## src/rtl/pixel_arb_pkg.sv

```systemverilog
// rtl/pixel_arb_pkg.sv - shared types and default widths for the pixel write arbiter
package pixel_arb_pkg;

  localparam int NUM_REQ_DEF       = 2;
  localparam int ADDR_WIDTH_DEF    = 15;
  localparam int FB_DATA_WIDTH_DEF = 4;
  localparam int DB_DATA_WIDTH_DEF = 12;
  localparam int HAZARD_DEPTH_DEF  = 3;
  localparam int HIST_ADDR_W       = 32;

  typedef enum logic [2:0] {
    WAIT_READY,
    RUN,
    DRAIN,
    CLEAR,
    CLEAR_WAIT
  } arb_state_e;

  // Addresses are held zero-extended so the entry type is independent of ADDR_WIDTH (<= 32).
  typedef struct packed {
    logic                   valid;
    logic [HIST_ADDR_W-1:0] addr;
  } hist_entry_t;

  function automatic int idx_width(input int n);
    return (n > 1) ? $clog2(n) : 1;
  endfunction

endpackage

```

## src/rtl/pixel_write_arbiter_rr_arbiter.sv

```systemverilog
// rtl/pixel_write_arbiter_rr_arbiter.sv - combinational masked round-robin selector
module rr_arbiter
  import pixel_arb_pkg::*;
#(
  parameter int N  = 2,
  parameter int PW = idx_width(N)
) (
  input  logic [N-1:0]  eligible,
  input  logic [PW-1:0] ptr,
  output logic [N-1:0]  grant,
  output logic [PW-1:0] grant_idx,
  output logic          grant_valid
);

  logic [N-1:0] masked;

  always_comb begin
    masked = '0;
    for (int i = 0; i < N; i++) begin
      masked[i] = eligible[i] && (i >= int'(ptr));
    end
  end

  // Lowest eligible index at or above the pointer, else wrap to the lowest eligible index.
  always_comb begin
    grant_idx = '0;
    if (|masked) begin
      for (int i = N - 1; i >= 0; i--) begin
        if (masked[i]) grant_idx = PW'(i);
      end
    end else begin
      for (int i = N - 1; i >= 0; i--) begin
        if (eligible[i]) grant_idx = PW'(i);
      end
    end
    grant_valid = |eligible;
    grant       = grant_valid ? (N'(1) << grant_idx) : '0;
  end

endmodule

```

## src/rtl/pixel_write_arbiter.sv

```systemverilog
// rtl/pixel_write_arbiter.sv - shares the display pixel write port; PIXEL_ARB_STATS_EN adds stall/grant counters
module pixel_write_arbiter
  import pixel_arb_pkg::*;
#(
  parameter int NUM_REQ       = NUM_REQ_DEF,
  parameter int ADDR_WIDTH    = ADDR_WIDTH_DEF,
  parameter int FB_DATA_WIDTH = FB_DATA_WIDTH_DEF,
  parameter int DB_DATA_WIDTH = DB_DATA_WIDTH_DEF,
  parameter int HAZARD_DEPTH  = HAZARD_DEPTH_DEF
) (
  input  logic                                   clk,
  input  logic                                   rst_n,
  input  logic [NUM_REQ-1:0]                     req_valid,
  output logic [NUM_REQ-1:0]                     req_ready,
  input  logic [NUM_REQ-1:0][ADDR_WIDTH-1:0]     req_addr,
  input  logic [NUM_REQ-1:0][FB_DATA_WIDTH-1:0]  req_fb_data,
  input  logic [NUM_REQ-1:0][DB_DATA_WIDTH-1:0]  req_db_data,
  input  logic                                   clear_req,
  input  logic                                   display_ready,
  output logic [ADDR_WIDTH-1:0]                  o_addr,
  output logic [FB_DATA_WIDTH-1:0]               o_fb_data,
  output logic [DB_DATA_WIDTH-1:0]               o_db_data,
  output logic                                   o_inside,
  output logic                                   o_clear,
  output logic                                   clear_busy
`ifdef PIXEL_ARB_STATS_EN
  ,
  output logic [31:0]                            stat_hazard_stalls,
  output logic [31:0]                            stat_grants
`endif
);

  localparam int PW = idx_width(NUM_REQ);
  localparam int CW = idx_width(HAZARD_DEPTH + 1);
  // This cycle's grant is the newest slot of the hazard window, so only
  // HAZARD_DEPTH-1 older grants are flopped (HAZARD_DEPTH >= 2).
  localparam int HL = HAZARD_DEPTH - 1;

  arb_state_e                state_q, state_d;
  logic [CW-1:0]             cnt_q, cnt_d;
  logic [PW-1:0]             ptr_q, ptr_d;
  hist_entry_t               hist_q [HL];
  hist_entry_t               hist_d [HL];
  logic [ADDR_WIDTH-1:0]     o_addr_q, o_addr_d;
  logic [FB_DATA_WIDTH-1:0]  o_fb_data_q, o_fb_data_d;
  logic [DB_DATA_WIDTH-1:0]  o_db_data_q, o_db_data_d;
  logic                      o_inside_q, o_inside_d;

  logic [NUM_REQ-1:0]        hazard_ok;
  logic [NUM_REQ-1:0]        eligible;
  logic [NUM_REQ-1:0]        arb_grant;
  logic [PW-1:0]             arb_idx;
  logic                      arb_valid;
  logic                      grant_en;

  always_comb begin
    hazard_ok = '1;
    for (int i = 0; i < NUM_REQ; i++) begin
      for (int k = 0; k < HL; k++) begin
        if (hist_q[k].valid && (hist_q[k].addr == HIST_ADDR_W'(req_addr[i]))) begin
          hazard_ok[i] = 1'b0;
        end
      end
    end
  end

  // A clear request takes the cycle: nobody is granted alongside it.
  assign grant_en = (state_q == RUN) && !clear_req;
  assign eligible = req_valid & hazard_ok & {NUM_REQ{grant_en}};

  rr_arbiter #(
    .N  (NUM_REQ),
    .PW (PW)
  ) u_rr_arbiter (
    .eligible    (eligible),
    .ptr         (ptr_q),
    .grant       (arb_grant),
    .grant_idx   (arb_idx),
    .grant_valid (arb_valid)
  );

  assign req_ready = arb_grant;

  always_comb begin
    state_d = state_q;
    cnt_d   = cnt_q;
    case (state_q)
      WAIT_READY: begin
        if (display_ready) state_d = RUN;
      end
      RUN: begin
        if (clear_req) begin
          state_d = DRAIN;
          cnt_d   = '0;
        end
      end
      DRAIN: begin
        if (cnt_q == CW'(HAZARD_DEPTH - 1)) state_d = CLEAR;
        else cnt_d = cnt_q + 1'b1;
      end
      CLEAR: begin
        state_d = CLEAR_WAIT;
        cnt_d   = '0;
      end
      CLEAR_WAIT: begin
        if (cnt_q == '0) cnt_d = CW'(1);
        else if (display_ready) state_d = RUN;
      end
      default: state_d = WAIT_READY;
    endcase
  end

  always_comb begin
    ptr_d       = ptr_q;
    o_addr_d    = o_addr_q;
    o_fb_data_d = o_fb_data_q;
    o_db_data_d = o_db_data_q;
    o_inside_d  = arb_valid;
    hist_d[0].valid = arb_valid;
    hist_d[0].addr  = HIST_ADDR_W'(req_addr[arb_idx]);
    for (int k = 1; k < HL; k++) begin
      hist_d[k] = hist_q[k-1];
    end
    if (arb_valid) begin
      o_addr_d    = req_addr[arb_idx];
      o_fb_data_d = req_fb_data[arb_idx];
      o_db_data_d = req_db_data[arb_idx];
      ptr_d       = (arb_idx == PW'(NUM_REQ - 1)) ? '0 : arb_idx + 1'b1;
    end
  end

  always_ff @(posedge clk or negedge rst_n) begin
    if (!rst_n) begin
      state_q     <= WAIT_READY;
      cnt_q       <= '0;
      ptr_q       <= '0;
      o_addr_q    <= '0;
      o_fb_data_q <= '0;
      o_db_data_q <= '0;
      o_inside_q  <= 1'b0;
      for (int k = 0; k < HL; k++) hist_q[k] <= '0;
    end else begin
      state_q     <= state_d;
      cnt_q       <= cnt_d;
      ptr_q       <= ptr_d;
      o_addr_q    <= o_addr_d;
      o_fb_data_q <= o_fb_data_d;
      o_db_data_q <= o_db_data_d;
      o_inside_q  <= o_inside_d;
      for (int k = 0; k < HL; k++) hist_q[k] <= hist_d[k];
    end
  end

  assign o_addr     = o_addr_q;
  assign o_fb_data  = o_fb_data_q;
  assign o_db_data  = o_db_data_q;
  assign o_inside   = o_inside_q;
  assign o_clear    = (state_q == CLEAR);
  assign clear_busy = (state_q != RUN);

`ifdef PIXEL_ARB_STATS_EN
  logic [31:0] stalls_q, stalls_d;
  logic [31:0] grants_q, grants_d;

  always_comb begin
    stalls_d = stalls_q;
    grants_d = grants_q;
    if (o_clear) begin
      stalls_d = '0;
      grants_d = '0;
    end else begin
      if ((state_q == RUN) && (|req_valid) && !(|(req_valid & hazard_ok)) && (stalls_q != '1)) begin
        stalls_d = stalls_q + 32'd1;
      end
      if (arb_valid && (grants_q != '1)) grants_d = grants_q + 32'd1;
    end
  end

  always_ff @(posedge clk or negedge rst_n) begin
    if (!rst_n) begin
      stalls_q <= '0;
      grants_q <= '0;
    end else begin
      stalls_q <= stalls_d;
      grants_q <= grants_d;
    end
  end

  assign stat_hazard_stalls = stalls_q;
  assign stat_grants        = grants_q;
`endif

endmodule

```

## config.mk

```make
export PLATFORM = sky130hd
export DESIGN_NAME = pixel_write_arbiter
export DESIGN_NICKNAME = d
export VERILOG_FILES = /design/src/rtl/pixel_arb_pkg.sv /design/src/rtl/pixel_write_arbiter_rr_arbiter.sv /design/src/rtl/pixel_write_arbiter.sv
export SDC_FILE = /design/constraint.sdc
export NUM_CORES = 1
export LEC_CHECK = 0
export ABC_CLOCK_PERIOD_IN_PS = 2300
export CAP_MARGIN = 20
export CORE_MARGIN = 1.5
export CORE_UTILIZATION = 48
export DETAILED_ROUTE_END_ITERATION = 6
export PLACE_DENSITY = 0.81
export SETUP_SLACK_MARGIN = 0.2
export SKIP_CTS_REPAIR_TIMING = 1
export SLEW_MARGIN = 10
export SYNTH_ARGS = -nofsm -noshare
export SYNTH_HDL_FRONTEND = slang
export SYNTH_SLANG_ARGS = --single-unit
```

## constraint.sdc

```tcl
create_clock -name clk -period 2.3 [get_ports clk]
set_input_delay 0.345 -clock clk [delete_from_list [all_inputs] [get_ports clk]]
set_output_delay 0.345 -clock clk [all_outputs]
set_load 0.02 [all_outputs]
```

==> metrics <==
leak pwr=0.00239 uW; Crit Path Class=in -> out; DP Area=about 5000 um2; Req. time, crit path=slightly below 2 ns; row cnt=31; global placement routability congestion=0.864; Worst VDD drop=0.673 mV; Hold Path Class=in -> async; worst-case reg-to-reg path depth=10; layer with the highest usage=met2; Mapped Avg Cell Area=12.6 um2; design area=5440 um2; final period utilization=108%; cts bufs inserted=9; critical path startpoint=req_addr[15]; min Tclk post-route=2.49 ns; die height=about 89 um; Post-Synthesis Cells=281; R2R Path Start=hist_q[4]; syn nets=around 350; Setup TNS=-4.86 ns; pwr dens=about 1000 nW/um2; dpl hpwl=about 6700 um; M2 GR Usage=a little over two fifths; clock latency on the worst-skew pair=0.34 ns; CP cell instances=clkdlybuf4s50_1 -> xnor2_1 -> nand4_1 -> nor4_1 -> buf_4 -> nor3_4 -> a21o_1 -> inv_4 -> buf_6; CTS Buffer Depth=2; critical path arrival=2.15 ns; Remaining DRCs=0; core area=7210 um2; crit path to=req_ready[0]; Yosys warnings=0; RSZ-0062 raised after global routing=true; n_diodes=0; CTS H-tree depth=3; failing checks=setup timing; final setup vio count=48; met1 GRT Util=32.0%; first-pass GRT wire length=between 10,000 and 15,000 um; sequential fraction of the synthesis area=48.7%; crit-path max FO=4; RR Endpoint=hist_d[14]; final hold vios=0; Final Slew Violations=0; vias per inst=roughly 5.5; max cap viols=0; met3 GRT Util=between 4 and 5%; CTS Root Cell=clkbuf_8; largest net degree at the start of global routing=70; Antenna Nets Post-Route=0; 1st-iter DRT viols=151; routed vias=2,927; drt first pass iters=4; I/O Pins=104; worst clock skew=between 0.007 and 0.008 ns; Critical-path top delay cell=clkdlybuf4s50_1; CTS sink count=69; Avg WL per Cell=18.5 um; Starting Density=49.1%; Setup crit end kind=primary output; post-synth cell types=36; Area growth syn-to-layout=53.5%; CTS tree=yes; Worst path max stage delay=0.49 ns; slack of the critical path=-0.192 ns; initial antenna violation count=0; Post-Synthesis Cell Area=3540 um2; clock slew at the register clock pins of the worst setup and hold paths=0.07 ns; startpoint types=input pin; vias in the first global route=3,008; status=finished with violations; nets=502; Worst-Margin Slew=0.490 ns; total routed wirelength=about 9900 um; R2R setup slack=-0.11 ns; Fmax=401 MHz; gr ovfl total=0; share of layout cells above drive strength 1=~31%; Die Wd=88.9 um; die area=7900 um2; post-synthesis register bit count=69; input/output buffers=around 100; Slew headroom=67.2%; gr usage total=25.1%
synthesized netlist by cell type:
cell type | n | area (um2)
nor2_4 | 1 | 11.3
dfrtp_1 | 69 | 1730
o221a_1 | 1 | 11.3
o21ai_0 | 2 | 10.0
xnor2_1 | 60 | 526
o32ai_1 | 2 | 17.5
or3b_1 | 7 | 61.3
a21boi_0 | 1 | 7.51
or3b_4 | 1 | 11.3
nor2_1 | 2 | 7.51
clkbuf_1 | 3 | 11.3
nand4b_1 | 1 | 8.76
nand3b_1 | 24 | 180
buf_4 | 5 | 37.5
or4_1 | 2 | 15.0
mux2_1 | 10 | 113
mux2i_1 | 2 | 20.0
a21oi_1 | 2 | 10.0
nor3_4 | 1 | 16.3
nor4_1 | 2 | 12.5
and3b_1 | 1 | 8.76
buf_6 | 4 | 45.0
o221a_2 | 30 | 338
mux2_4 | 2 | 30.0
buf_2 | 3 | 15.0
ha_1 | 2 | 25.0
nand2_1 | 5 | 18.8
nand4_2 | 2 | 25.0
a21o_1 | 1 | 7.51
nand2b_1 | 3 | 18.8
mux2_2 | 4 | 45.0
nand4_1 | 16 | 100
inv_1 | 5 | 18.8
nand2_2 | 2 | 12.5
nor2b_1 | 2 | 12.5
o31ai_1 | 1 | 7.51
cell families after synthesis:
logic type,count (synthesis),share of synthesized area [%]
compound gates,40,11.6
xor+xnor,60,14.8
fa+ha+maj,2,0.706
buf+inv,20,3.60
flops,69,48.7
mux,18,5.86
simple gates,72,14.7
sequential cells by signal, indices dropped and copies added, names as in the netlist, 2 cells and up:
signal     cells
hist_q        16
hist_d        15
o_addr        15
o_db_data     12
o_fb_data      4
state_q        3
cnt_q          2
where the power goes:
part / internal, uW / total (uW) / switching [uW]
logic: 1460 / 2630 / 1170
registers: 1610 / 1860 / 255
clock network: 629 / 1080 / 450
total: 3700 / 5570 / 1880
cell type report:
type                    instances  area, um2
multi-input cells             192       1820
fillers                       471       1780
flip-flops and latches         69       1730
repair buffers                155       1520
clock buffers                  10        138
well taps                      99        124
clock inverters                 5       75.1
inverters                       5       23.8
worst min path at each step:
stage,startpoint,end,slack [ns],cells after the start
2_1_floorplan,rst_n,cnt_q[0],0.05,0
3_3_place_gp,rst_n,o_addr[9],0.40,2
3_5_place_dp,rst_n,o_addr[9],0.40,2
4_1_cts,rst_n,hist_d[9],0.03,2
5_1_grt,rst_n,hist_d[9],0.03,2
6_report,rst_n,hist_d[9],0.008,2
critical path, delay by kind of cell:
family	cells	cell delay (ns)
AND/OR/NAND/NOR	3	0.49
XOR/XNOR	1	0.26
AO/OA/AOI/OAI	1	0.23
buffers and inverters	4	0.82
through the flow:
step	util, %	std cells	setup WS, ns	hold slack (ns)	total power [uW]
3_5_place_dp	69.0	517	-0.760	0.405	4420
3_3_place_gp	69.0	517	-0.724	0.398	4340
5_1_grt	75.4	535	-0.237	0.0299	5870
6_report	75.4	535	-0.192	0.00822	5570
2_1_floorplan	-	281	0.183	0.0494	3300
4_1_cts	71.9	532	-0.766	0.0258	5520
layout by cell type, fill, tap and decap left out, types with 7 or more instances in the layout:
cell	n
dfrtp_1	66
clkbuf_8	10
xnor2_1	47
xnor2_2	13
nand4_1	16
clkdlybuf4s50_1	72
nand3b_1	24
dlymetal6s2s_1	28
or3b_1	7
mux2_1	10
o221a_2	30
buf_4	46
metal layers:
layer  up-vias  part of all wire, %
met2       108                   50
met1      1463                   43
li1       1344                    -
met3        12                  5.7
met4         0                  1.4
met5         -                    0
No activity file was read; power rests on OpenSTA's default activity.
